**src/rtl/or_word_splitter_8bit.sv**
```systemverilog
// ----------------------------------------------------------------------------
// or_word_splitter_8bit
// Takes one 8-bit word through a valid/accept handshake and replays its set
// bits one per beat as one-hot words; the OR of a word's beats equals the word.
//
// Ports:
//   clk        clock, all state updates on the rising edge
//   rst_n      synchronous active-low reset
//   inWord     word to split
//   inValid    inWord is valid
//   outAccept  splitter can take a word (IDLE only)
//   outBit     current one-hot beat (8'h00 for a zero-word beat)
//   outIndex   bit position of outBit
//   outValid   beat is valid
//   outLast    final beat of the current word
//   inReady    downstream consumes the beat this cycle
//   outRemain  bits of the current word not yet consumed, incl. current beat
//
// Parameter ZERO_EMIT: 1 = zero word yields one empty last beat, 0 = dropped.
// Macro SPLIT_MSB_FIRST_EN: when defined, beats go highest set bit first.
// ----------------------------------------------------------------------------
module or_word_splitter_8bit #(
    parameter int unsigned ZERO_EMIT = 1
) (
    input  logic       clk,
    input  logic       rst_n,
    input  logic [7:0] inWord,
    input  logic       inValid,
    output logic       outAccept,
    output logic [7:0] outBit,
    output logic [2:0] outIndex,
    output logic       outValid,
    output logic       outLast,
    input  logic       inReady,
    output logic [7:0] outRemain
);

    localparam int unsigned W  = 8;
    localparam int unsigned IW = 3;

    typedef enum logic {
        IDLE = 1'b0,
        EMIT = 1'b1
    } state_t;

    // Select the bit emitted next from the pending set.
    function automatic logic [W-1:0] pick_bit(input logic [W-1:0] r);
        logic [W-1:0] b;
        b = '0;
`ifdef SPLIT_MSB_FIRST_EN
        for (int i = 0; i < int'(W); i++) begin
            if (r[i]) b = W'(1) << i;
        end
`else
        for (int i = int'(W) - 1; i >= 0; i--) begin
            if (r[i]) b = W'(1) << i;
        end
`endif
        return b;
    endfunction

    // Position of the bit pick_bit selects (0 when nothing is pending).
    function automatic logic [IW-1:0] pick_idx(input logic [W-1:0] r);
        logic [IW-1:0] idx;
        idx = '0;
`ifdef SPLIT_MSB_FIRST_EN
        for (int i = 0; i < int'(W); i++) begin
            if (r[i]) idx = IW'(i);
        end
`else
        for (int i = int'(W) - 1; i >= 0; i--) begin
            if (r[i]) idx = IW'(i);
        end
`endif
        return idx;
    endfunction

    function automatic logic is_onehot(input logic [W-1:0] r);
        return (r != '0) && ((r & (r - W'(1))) == '0);
    endfunction

    state_t        state_q, state_d;
    logic [W-1:0]  remain_q, remain_d;
    logic          zero_q, zero_d;

    logic          accept_q, accept_d;
    logic          valid_q, valid_d;
    logic          last_q, last_d;
    logic [W-1:0]  bit_q, bit_d;
    logic [IW-1:0] idx_q, idx_d;
    logic [W-1:0]  rem_out_q, rem_out_d;

    // Next state, plus the outputs decoded from that next state so they can
    // be registered and still track the state exactly.
    always_comb begin
        state_d  = state_q;
        remain_d = remain_q;
        zero_d   = zero_q;

        case (state_q)
            IDLE: begin
                if (inValid) begin
                    if (inWord != '0) begin
                        remain_d = inWord;
                        state_d  = EMIT;
                    end else if (ZERO_EMIT != 0) begin
                        remain_d = '0;
                        zero_d   = 1'b1;
                        state_d  = EMIT;
                    end
                end
            end
            EMIT: begin
                // bit_q/last_q always describe the beat on the outputs
                if (inReady) begin
                    remain_d = remain_q & ~bit_q;
                    if (last_q) begin
                        state_d = IDLE;
                        zero_d  = 1'b0;
                    end
                end
            end
            default: begin
                state_d  = IDLE;
                remain_d = '0;
                zero_d   = 1'b0;
            end
        endcase

        accept_d  = (state_d == IDLE);
        valid_d   = (state_d == EMIT);
        bit_d     = '0;
        idx_d     = '0;
        last_d    = 1'b0;
        rem_out_d = remain_d;
        if (state_d == EMIT) begin
            bit_d  = pick_bit(remain_d);
            idx_d  = pick_idx(remain_d);
            last_d = zero_d || is_onehot(remain_d);
        end
    end

    // State and output registers.
    always_ff @(posedge clk) begin
        if (!rst_n) begin
            state_q   <= IDLE;
            remain_q  <= '0;
            zero_q    <= 1'b0;
            accept_q  <= 1'b1;
            valid_q   <= 1'b0;
            last_q    <= 1'b0;
            bit_q     <= '0;
            idx_q     <= '0;
            rem_out_q <= '0;
        end else begin
            state_q   <= state_d;
            remain_q  <= remain_d;
            zero_q    <= zero_d;
            accept_q  <= accept_d;
            valid_q   <= valid_d;
            last_q    <= last_d;
            bit_q     <= bit_d;
            idx_q     <= idx_d;
            rem_out_q <= rem_out_d;
        end
    end

    assign outAccept = accept_q;
    assign outValid  = valid_q;
    assign outLast   = last_q;
    assign outBit    = bit_q;
    assign outIndex  = idx_q;
    assign outRemain = rem_out_q;

endmodule

```
**config.mk**
```make
export PLATFORM = sky130hd
export DESIGN_NAME = or_word_splitter_8bit
export DESIGN_NICKNAME = d
export VERILOG_FILES = /design/src/rtl/or_word_splitter_8bit.sv
export SDC_FILE = /design/constraint.sdc
export NUM_CORES = 1
export LEC_CHECK = 0
export ABC_CLOCK_PERIOD_IN_PS = 2300
export CAP_MARGIN = 20
export CORE_ASPECT_RATIO = 0.75
export CORE_MARGIN = 10
export CORE_UTILIZATION = 28
export CTS_CLUSTER_DIAMETER = 80
export CTS_CLUSTER_SIZE = 30
export DETAILED_ROUTE_END_ITERATION = 10
export SYNTH_ARGS = -nofsm -noshare
export SYNTH_HDL_FRONTEND = slang
export SYNTH_SLANG_ARGS = --single-unit
```
**constraint.sdc**
```tcl
create_clock -name clk -period 2.3 [get_ports clk]
set_input_delay 0.69 -clock clk [delete_from_list [all_inputs] [get_ports clk]]
set_output_delay 0.69 -clock clk [all_outputs]
set_load 0.005 [all_outputs]
```
### Word-level counts from Yosys, hierarchy flattened

Index checks and enable logic that the tools add are counted.

* add/sub/neg operators: 1
* multiplexer cells: 28
* bitwise logic cells: 6
* reductions and logical operators: 13

Operators with widths (number)
* $mux W8: 4
* $and A8 B8 Y8: 2
* $pmux W8 S2: 1
* $reduce_bool A8 Y1: 2
* $mux W3: 5
* $mux W1: 9
* $reduce_or A9 Y1: 1
* $logic_not A8 Y1: 1
* $not A8 Y8: 1
* $reduce_or A8 Y1: 1
* $sub A8 B1 Y8 const B: 1
* $mux W7: 1
* $reduce_or A7 Y1: 1
* $mux W2: 3
* $mux W6: 1
* $reduce_or A6 Y1: 1
* $mux W5: 1
* $reduce_or A5 Y1: 1
* $mux W4: 1
* $pmux W1 S2: 2
* $reduce_or A4 Y1: 1
* $not A1 Y1: 3
* $reduce_or A3 Y1: 1
* $reduce_and A2 Y1: 1
* 2 further kinds: 2

* register bits: 23
* input bits: 12
* output and inout port bits: 22
* logic and storage cells: 64

### Depth between registers and ports, before layout

Gate-level depths: netlist (run 1).

* word-level depth: 12
* mapped depth: 8
* gate-level depth less buffers: 6

### Worst setup path before layout (run 1)

No wires, ideal clock.

* kind: input-to-reg
* start: input inValid
* end: register last_q (netlist: outLast)
* arrival: 1.977 ns
* required time: 2.181 ns
* slack: 0.205 ns
* cell stages on the path: 7
* buffers on the path: 1
* cell sequence: buf_6 mux2_4 mux2i_4 inv_2 nor4b_4 mux2i_1 o31ai_2

* longest elaborated chain between the ends: 7
* elaborated cells on any way between the ends: 13

Ends and longest elaborated chain
* start, declared: RTL line 28 `input logic inValid,`
* $mux W8: RTL line 102 `if (inValid) begin`
* $pmux W8 S2: RTL line 100 `case (state_q)`
* $sub A8 B1 Y8: RTL line 79 `return (r != '0) && ((r & (r - W'(1))) == '0);`
* $and A8 B8 Y8: RTL line 79
* $logic_not A8 Y1: RTL line 79
* $logic_and A1 B1 Y1: RTL line 79
* $logic_or A1 B1 Y1: RTL line 139 `last_d = zero_d || is_onehot(remain_d);`
* end signal, assigned: RTL line 161 `last_q <= last_d;`
* end, declared: RTL line 88 `logic last_q, last_d;`

Several ways; a longest one is shown, not always the timed one.
A chain may end at the register's enable or synchronous reset.

### Worst setup path after layout (run 1)

* start: input inWord[4]
* end: register last_q (netlist: outLast)

* longest elaborated chain between the ends: 9
* elaborated cells on any way between the ends: 13

Ends and longest elaborated chain
* start, declared: RTL line 27 `input logic [7:0] inWord,`
* $reduce_bool A8 Y1: RTL line 103 `if (inWord != '0) begin`
* $mux W8: RTL line 103
* $mux W8: RTL line 102
* $pmux W8 S2: RTL line 100
* $sub A8 B1 Y8: RTL line 79
* $and A8 B8 Y8: RTL line 79
* $logic_not A8 Y1: RTL line 79
* $logic_and A1 B1 Y1: RTL line 79
* $logic_or A1 B1 Y1 (*): RTL line 139

Mark *: on every way between the ends. The rest lies on a longest branch, timed or not.

==> results of run 1 <==
==> repair_timing <==
action | 4_1_cts | 5_1_grt
buffers inserted | 0 | 0
endpoints found under the setup margin | 6 | 0
resized for setup | 3 | 0
==> layout make-up <==
cell class	instances	area, µm²
fillers	371	2020
multi-input cells	80	572
repair buffers	56	504
flip-flops and latches	23	460
well taps	52	65.1
clock buffers	4	45.0
inverters	5	18.8
==> synth_stat cells, drive strengths merged, types with 2 or more instances <==
cell / instances
o22ai: 4
dfxtp: 23
inv: 5
a21oi: 6
o21ai: 2
a21boi: 3
mux2: 3
and2: 5
nor2: 18
nand2: 8
buf: 2
nor3: 4
or4: 2
nand3: 3
mux2i: 8
nand2b: 2
==> worst min-delay path, cell delays in order (launching register included) <==
cell,delay [ns]
dfxtp_1,0.32
a21oi_1,0.07
nor2_1,0.08
==> cells by family (layout without fill, tap and decap cells) <==
kind of cell	after synthesis	count (layout)
xor gates and xnor gates	1	1
and+or+nand+nor	48	48
DFF	23	23
buffers and inverters	8	65
AOI/OAI and AO/OA	20	20
muxes	11	11
==> power breakdown <==
part	internal (mW)	switching (mW)	total (mW)
Combinational	0.160	0.122	0.282
Clock	0.124	0.124	0.248
Sequential	0.422	0.0163	0.438
Total	0.705	0.262	0.968
==> through the flow <==
step | hold slack, ns | setup WS, ns | instance area [µm²]
finish | 0.500 | 0.171 | 1670
global route | 0.559 | 0.0591 | 1670
CTS | 0.504 | 0.166 | 1670
detailed placement | 0.482 | -0.383 | 1620
global placement | 0.461 | -0.354 | 1620
floorplan | 0.444 | 0.205 | 1080
==> worst paths after layout <==
check | cells after the start | to | from | slack, ns
worst max-delay path | 7 | outLast | inWord[4] | 0.17
worst min-delay path | 2 | zero_q | zero_q | 0.50
worst max register to register | 6 | outBit[7] | outValid | 0.45
worst min register to register | 2 | zero_q | zero_q | 0.50
==> layer usage <==
layer  up-vias  GRT usage  wire, µm  part of all wire
met5         -          0         0                 0
met1       462      0.117      1560              0.50
met3         6     0.0305       130             0.042
met4         0     0.0495        61             0.019
met2        20      0.147      1380              0.44
li1        500          -         -                 -
==> cells in the final DEF (no fill, tap or decap), types with 2 or more instances in the layout <==
master	instances
a21boi_0	3
a21oi_1	6
and2_1	5
buf_4	22
clkbuf_8	3
clkdlybuf4s50_1	31
dfxtp_1	23
dlygate4sd2_1	2
inv_1	4
mux2_4	2
mux2i_1	6
mux2i_4	2
nand2_1	7
nand2b_1	2
nand3_1	3
nor2_1	18
nor3_1	4
o21ai_0	2
o22ai_1	3
or4_1	2
==> registers in the layout, indices dropped and copies added, names as in the netlist <==
signal     cells
outBit         8
outRemain      8
outIndex       3
outAccept      1
outLast        1
outValid       1
zero_q         1
==> impl_metrics.env, run 1 <==
export IMPL_worstPathMaxFanout=2
export IMPL_clock_sinks=23
export IMPL_cts_path_max_buffers=2
export IMPL_finalCritPeriodShare=0.926
export IMPL_path_class="in2reg"
export IMPL_numPortBuffers=33
export IMPL_synth_area_leaders="dfxtp_1 42%, nor2_1 6.2%, mux2i_1 5.5%"
export IMPL_drv_slew=0
export IMPL_crit_buf_inv=1
export IMPL_synth_edf_count=0
export IMPL_required_ns=2.46
export IMPL_drive_gt1_frac=0.244
export IMPL_cpMostUsedCell="mux2i_1"
export IMPL_setup_viol=0
export IMPL_max_stage_delay_ns=0.44
export IMPL_hold_violations=0
export IMPL_post_route_min_period_ns=2.13
export IMPL_synth_area_per_cell_um2=9.76
export IMPL_core_area_um2=3680
export IMPL_start_kind="input pin"
export IMPL_crit_arrival_ns=2.29
export IMPL_grtUsageTotal=0.0952
export IMPL_end_kind="flip-flop"
export IMPL_ant_nets=0
export IMPL_wl_per_cell_um=14.2
export IMPL_drtPass1Iterations=4
export IMPL_fin_util=0.452
export IMPL_synth_area_um2=1080
export IMPL_tritoncts="built"
export IMPL_antenna_found_initial=0
export IMPL_die_h_um=73.9
export IMPL_area_growth_pct=53.7
export IMPL_ioPinCount=34
export IMPL_initial_core_util=0.294
export IMPL_status="complete, no violations"
export IMPL_synthFlopType="dfxtp_1"
export IMPL_syn_nets=123
export IMPL_avgViaCountPerCell=4.49
export IMPL_yosys_area_share_simple=0.241
export IMPL_synth_top_family_by_area="simple AND/OR/NAND/NOR gates"
export IMPL_die_w_um=91.8
export IMPL_slew_headroom=0.791
export IMPL_hold_path_class="reg2reg"
export IMPL_total_power_mw=0.968
export IMPL_synth_xor_area_frac=0.00808
export IMPL_cts_hold_buffers=0
export IMPL_via_count=988
export IMPL_critPathTopFamily="simple AND/OR/NAND/NOR gates"
export IMPL_fin_cells=220
export IMPL_yosys_cell_types_count=35
export IMPL_synth_yosys_seq_area_share=0.425
export IMPL_dieArea_um2=6780
export IMPL_leakagePower_nw=0.671
export IMPL_h_tree_depth=1
export IMPL_crit_slowest_cell="clkdlybuf4s50_1"
export IMPL_synthAdderAreaFrac=0
export IMPL_cts_made_buffers=3
export IMPL_netlist_instances=111
export IMPL_fmax_ghz=0.470
export IMPL_gr_total_overflow=0
export IMPL_nNetsFinal=181
export IMPL_ys_warnings_count=0
export IMPL_drv_cap=0
export IMPL_tightestPinTransition_ns=0.313
export IMPL_synth_mux_area_frac=0.135
export IMPL_drc=0
export IMPL_row_count=19
export IMPL_grt_pass1_wl_mm=5.12
export IMPL_numPlacedInstances=216
export IMPL_num_antenna_cells=0
export IMPL_cts_reportedPaths_clkPinSlew_ns=0.08
export IMPL_synth_compound_area_frac=0.143
export IMPL_ys_seq_elements=23
export IMPL_ir_drop_v=0.000222
export IMPL_globalplace_congestion=0.908
export IMPL_cts_root_buf="clkbuf_8"
export IMPL_drt_iter0_drc=31
export IMPL_crit_chain="clkdlybuf4s50_1, mux2i_1, o22ai_2, or2_4, nor4b_4, mux2i_1, o31ai_2"
export IMPL_setup_tns_ns=0
export IMPL_grt_pass1_vias=1070
export IMPL_powerDensity_nw_per_um2=581
export IMPL_grt_max_degree=13
export IMPL_dp_hpwl_mm=2.55
export IMPL_clock_skew_ns=0.00117
export IMPL_yosysTopAreaCellShare=0.425
export IMPL_clock_latency_ns=0.26
export IMPL_synth_top_area_cell="dfxtp_1"
export IMPL_async_flop_share=0
export IMPL_rsz0062_at_grt="no"
export IMPL_detail_route_wirelength_mm=3.13
No activity file was read; power rests on OpenSTA's default activity.
==> run 2: changes to the inputs <==
Settings changed: ABC_CLOCK_PERIOD_IN_PS 2300 to not set.
Clock period 2.3 ns to 2.55 ns, I/O delays scaled along.
==> run 2 against run 1 <==
Against the previous run: sequential share of layout area up 0.25 points; hold slack worse by 0.015 ns; die area unchanged; critical path depth unchanged; core utilization down 0.41 points; setup slack better by 0.15 ns; routed wire length up 0.89%; via count down 1.4%; critical endpoint unchanged; largest power group unchanged.
==> impl_metrics.env, run 2 (synthesis gave the netlist of run 1 again) <==
export IMPL_hp_start="zero_q"
export IMPL_worstPathMaxFanout=2
export IMPL_mostFrequentLayoutCells="31 x clkdlybuf4s50_1, 23 x dfxtp_1, 19 x buf_4"
export IMPL_crit_arrival_ns=2.39
export IMPL_slew_headroom=0.798
export IMPL_cts_made_buffers=3
export IMPL_avgViaCountPerCell=4.49
export IMPL_final_common_cell="clkdlybuf4s50_1"
export IMPL_die_w_um=91.8
export IMPL_drv_cap=0
export IMPL_startpoint="inWord[4]"
export IMPL_area_growth_pct=52.3
export IMPL_powerDensity_nw_per_um2=527
export IMPL_gr_total_overflow=0
export IMPL_clock_sinks=23
export IMPL_holdWs_ns=0.485
export IMPL_core_area_um2=3680
export IMPL_setup_tns_ns=0
export IMPL_finalCritPeriodShare=0.876
export IMPL_wl_per_cell_um=14.6
export IMPL_numPortBuffers=33
export IMPL_rsz0062_at_grt="no"
export IMPL_fin_util=0.448
export IMPL_via_count=974
export IMPL_ant_nets=0
export IMPL_row_count=19
export IMPL_grtUsageTotal=0.0930
export IMPL_start_kind="input pin"
export IMPL_path_class="in2reg"
export IMPL_cts_root_buf="clkbuf_8"
export IMPL_hold_path_class="reg2reg"
export IMPL_tightestPinTransition_ns=0.304
export IMPL_end_kind="flip-flop"
export IMPL_cts_hold_buffers=0
export IMPL_ir_drop_v=0.000191
export IMPL_grt_pass1_vias=1029
export IMPL_hold_violations=0
export IMPL_die_h_um=73.9
export IMPL_dp_hpwl_mm=2.60
export IMPL_drt_iter0_drc=47
export IMPL_numPlacedInstances=213
export IMPL_setup_viol=0
export IMPL_num_antenna_cells=0
export IMPL_cts_resized=0
export IMPL_fin_cells=217
export IMPL_drive_gt1_frac=0.230
export IMPL_antenna_found_initial=0
export IMPL_leakagePower_nw=0.673
export IMPL_postCtsSetupRepairBufs=0
export IMPL_post_route_min_period_ns=2.23
export IMPL_clock_skew_ns=0.00155
export IMPL_drc=0
export IMPL_regToRegStartpoint="outValid"
export IMPL_globalplace_congestion=0.905
export IMPL_nNetsFinal=178
export IMPL_grt_pass1_wl_mm=5.10
export IMPL_detail_route_wirelength_mm=3.16
export IMPL_initial_core_util=0.294
export IMPL_drtPass1Iterations=4
export IMPL_h_tree_depth=1
export IMPL_tritoncts="built"
export IMPL_status="complete, no violations"
export IMPL_drv_slew=0
export IMPL_ioPinCount=34
export IMPL_cts_reportedPaths_clkPinSlew_ns=0.08
export IMPL_grt_max_degree=13
export IMPL_clock_latency_ns=0.26
export IMPL_dieArea_um2=6780
export IMPL_fmax_ghz=0.448
export IMPL_required_ns=2.71
export IMPL_cts_path_max_buffers=2
-- run 2: changes by cell type in the layout (fill, tap and decap cells not counted) --
cell,previous run,this run
buf_4,22,19
dlymetal6s2s_1,0,2
dlygate4sd2_1,2,0
-- run 2: worst paths after layout --
| check | end | slack, ns | depth (start not counted) |
|---|---|---|---|
| max | outLast | 0.32 | 7 |
| min | zero_q | 0.49 | 2 |
| max reg2reg | outBit[7] | 0.69 | 6 |
| min reg2reg | zero_q | 0.49 | 2 |
-- run 2: layout make-up --
cell class,instances,area [µm²]
inverter,5,18.8
clock buffer,4,45.0
fill,365,2030
tap,52,65.1
multi-input combinational,80,572
timing repair buffer,53,489
sequential,23,460
-- run 2: critical path, cell delays in order --
cell	delay, ns
clkdlybuf4s50_1	0.44
mux2i_1	0.19
o22ai_2	0.11
or2_4	0.26
nor4b_4	0.30
mux2i_1	0.25
o31ai_2	0.07
-- run 2: stage by stage --
| stage | total power, mW | area (µm²) | worst slack [ns] |
|---|---|---|---|
| CTS | 0.879 | 1640 | 0.0488 |
| detailed placement | 0.655 | 1600 | -0.230 |
| global placement | 0.653 | 1600 | -0.176 |
| finish | 0.870 | 1650 | 0.317 |
| global route | 0.919 | 1650 | 0.271 |
| floorplan | 0.529 | 1080 | 0.380 |
-- run 2: per-layer routing --
metal / GRT usage / vias up / routed length (µm)
li1: - / 491 / -
met3: 0.0275 / 4 / 161
met1: 0.119 / 450 / 1560
met5: 0 / - / 0
met2: 0.147 / 29 / 1410
met4: 0.0290 / 0 / 27
-- run 2: power by group --
group | leakage (nW) | internal [mW] | switching, mW
Combinational | 0.462 | 0.142 | 0.111
Clock | 0.0228 | 0.111 | 0.111
Sequential | 0.188 | 0.381 | 0.0141
==> run 3: changes to the inputs <==
Settings changed: PLACE_DENSITY_LB_ADDON set to 0.25.
==> run 3 against run 2 <==
Against the previous run: global-route usage up 0.64 points; flip-flop and latch count unchanged; non-clock buffer count up 2; register-to-register slack worse by 0.10 ns; maximum frequency down 8.6%; first-iteration DRC count up 13%; cell count up 0.92%; setup slack worse by 0.21 ns; hold slack better by 0.017 ns; power up 2.4%; critical path type unchanged; largest power group unchanged.
==> impl_metrics.env, run 3 (synthesis gave the netlist of run 1 again) <==
export IMPL_die_w_um=91.8
export IMPL_num_antenna_cells=0
export IMPL_cts_hold_buffers=0
export IMPL_dp_hpwl_mm=2.60
export IMPL_drv_slew=0
export IMPL_powerDensity_nw_per_um2=533
export IMPL_dieArea_um2=6780
export IMPL_grt_pass1_wl_mm=5.40
export IMPL_clock_latency_ns=0.27
export IMPL_fin_area_um2=1670
export IMPL_tightestPinTransition_ns=0.592
export IMPL_detail_route_wirelength_mm=3.29
export IMPL_drtPass1Iterations=4
export IMPL_crit_arrival_ns=2.61
export IMPL_nNetsFinal=180
export IMPL_wl_per_cell_um=15.0
export IMPL_numPortBuffers=33
export IMPL_mostFrequentLayoutCells="32 x clkdlybuf4s50_1, 23 x dfxtp_1, 21 x buf_4"
export IMPL_globalplace_congestion=0.869
export IMPL_fill_cells=353
export IMPL_hold_path_class="reg2reg"
export IMPL_hold_violations=0
export IMPL_holdWs_ns=0.502
export IMPL_start_kind="input pin"
export IMPL_grtUsageTotal=0.0994
export IMPL_path_class="in2reg"
export IMPL_grt_pass1_vias=989
export IMPL_cts_root_buf="clkbuf_8"
export IMPL_ant_nets=0
export IMPL_avgViaCountPerCell=4.53
export IMPL_end_kind="flip-flop"
export IMPL_gr_total_overflow=0
export IMPL_startpoint="inValid"
export IMPL_drive_gt1_frac=0.251
export IMPL_core_area_um2=3680
export IMPL_regToRegSetupSlack_ns=0.59
export IMPL_setup_tns_ns=0
export IMPL_ir_drop_v=0.000302
export IMPL_rsz0062_at_grt="no"
export IMPL_die_h_um=73.9
export IMPL_drv_cap=0
export IMPL_h_tree_depth=1
export IMPL_initial_core_util=0.294
export IMPL_slew_headroom=0.605
export IMPL_reg2reg_to="outBit[7]"
export IMPL_regToRegStartpoint="outValid"
export IMPL_finalCritPeriodShare=0.957
export IMPL_antenna_found_initial=0
export IMPL_cts_resized=0
export IMPL_cts_path_max_buffers=2
export IMPL_worstPathMaxFanout=8
export IMPL_r2r_cells=5
export IMPL_drc=0
export IMPL_fmax_ghz=0.410
export IMPL_endpoint="outLast"
export IMPL_tritoncts="built"
export IMPL_placedInstanceArea_um2=1610
export IMPL_via_count=992
export IMPL_postCtsSetupRepairBufs=0
export IMPL_area_growth_pct=54.2
export IMPL_final_common_cell="clkdlybuf4s50_1"
export IMPL_clock_skew_ns=0.00107
export IMPL_drt_iter0_drc=53
export IMPL_cts_made_buffers=3
export IMPL_leakagePower_nw=0.670
export IMPL_grt_max_degree=15
export IMPL_status="complete, no violations"
export IMPL_row_count=19
export IMPL_post_route_min_period_ns=2.44
export IMPL_required_ns=2.72
export IMPL_ioPinCount=34
export IMPL_cts_reportedPaths_clkPinSlew_ns=0.08
export IMPL_clock_sinks=23
export IMPL_setup_viol=0
run 3: cell types whose count changed in the layout (fill, tap and decap cells not counted):
cell	previous run	this run
buf_4	19	21
clkbuf_1	1	0
clkdlybuf4s50_1	31	32
clkinvlp_4	0	1
dlymetal6s2s_1	2	1
mux2i_1	6	5
mux2i_2	0	1
run 3: layout make-up:
class,count,area (µm²),area share
Inverter,5,18.8,0.0112
Tap cell,52,65.1,0.0390
Sequential cell,23,460,0.276
Clock buffer,3,41.3,0.0247
Clock inverter,1,7.51,0.00449
Multi-Input combinational cell,80,576,0.345
Timing Repair Buffer,55,502,0.300
run 3: worst max-delay path, stage by stage:
cell and delay, ns:
clkdlybuf4s50_1 0.47, buf_6 0.15, mux2i_2 0.23, o22ai_2 0.10
or2_4 0.27, nor4b_4 0.28, mux2i_1 0.27, o31ai_2 0.07
run 3: per-stage QoR:
step           setup slack, ns  std cells  total power, mW  utilization
2_1_floorplan            0.380        111            0.529            -
3_3_place_gp            -0.158        215            0.657        0.437
3_5_place_dp            -0.208        215            0.659        0.437
4_1_cts                 0.0962        219            0.898        0.451
5_1_grt                0.00362        219            0.938        0.453
6_report                 0.109        219            0.891        0.453
run 3: report_power, final:
| group | total [mW] | internal (mW) | switching, mW |
|---|---|---|---|
| Sequential | 0.398 | 0.381 | 0.0177 |
| Clock | 0.237 | 0.111 | 0.126 |
| Combinational | 0.255 | 0.145 | 0.110 |
run 3: per-layer routing:
| layer | vias up | GRT usage | part of all wire |
|---|---|---|---|
| met2 | 32 | 0.157 | 0.44 |
| met5 | - | 0 | 0 |
| met4 | 0 | 0.0222 | 0.0088 |
| met1 | 460 | 0.127 | 0.48 |
| li1 | 496 | - | - |
| met3 | 4 | 0.0366 | 0.067 |
run 3: worst min-delay path by stage:
stage                     startpoint     end  slack (ns)  cells past startpoint
after floorplan               zero_q  zero_q        0.44                      2
after global placement        zero_q  zero_q        0.46                      2
after detailed placement      zero_q  zero_q        0.48                      2
after CTS                     zero_q  zero_q        0.51                      2
after global routing          zero_q  zero_q        0.54                      2
final                         zero_q  zero_q        0.50                      2
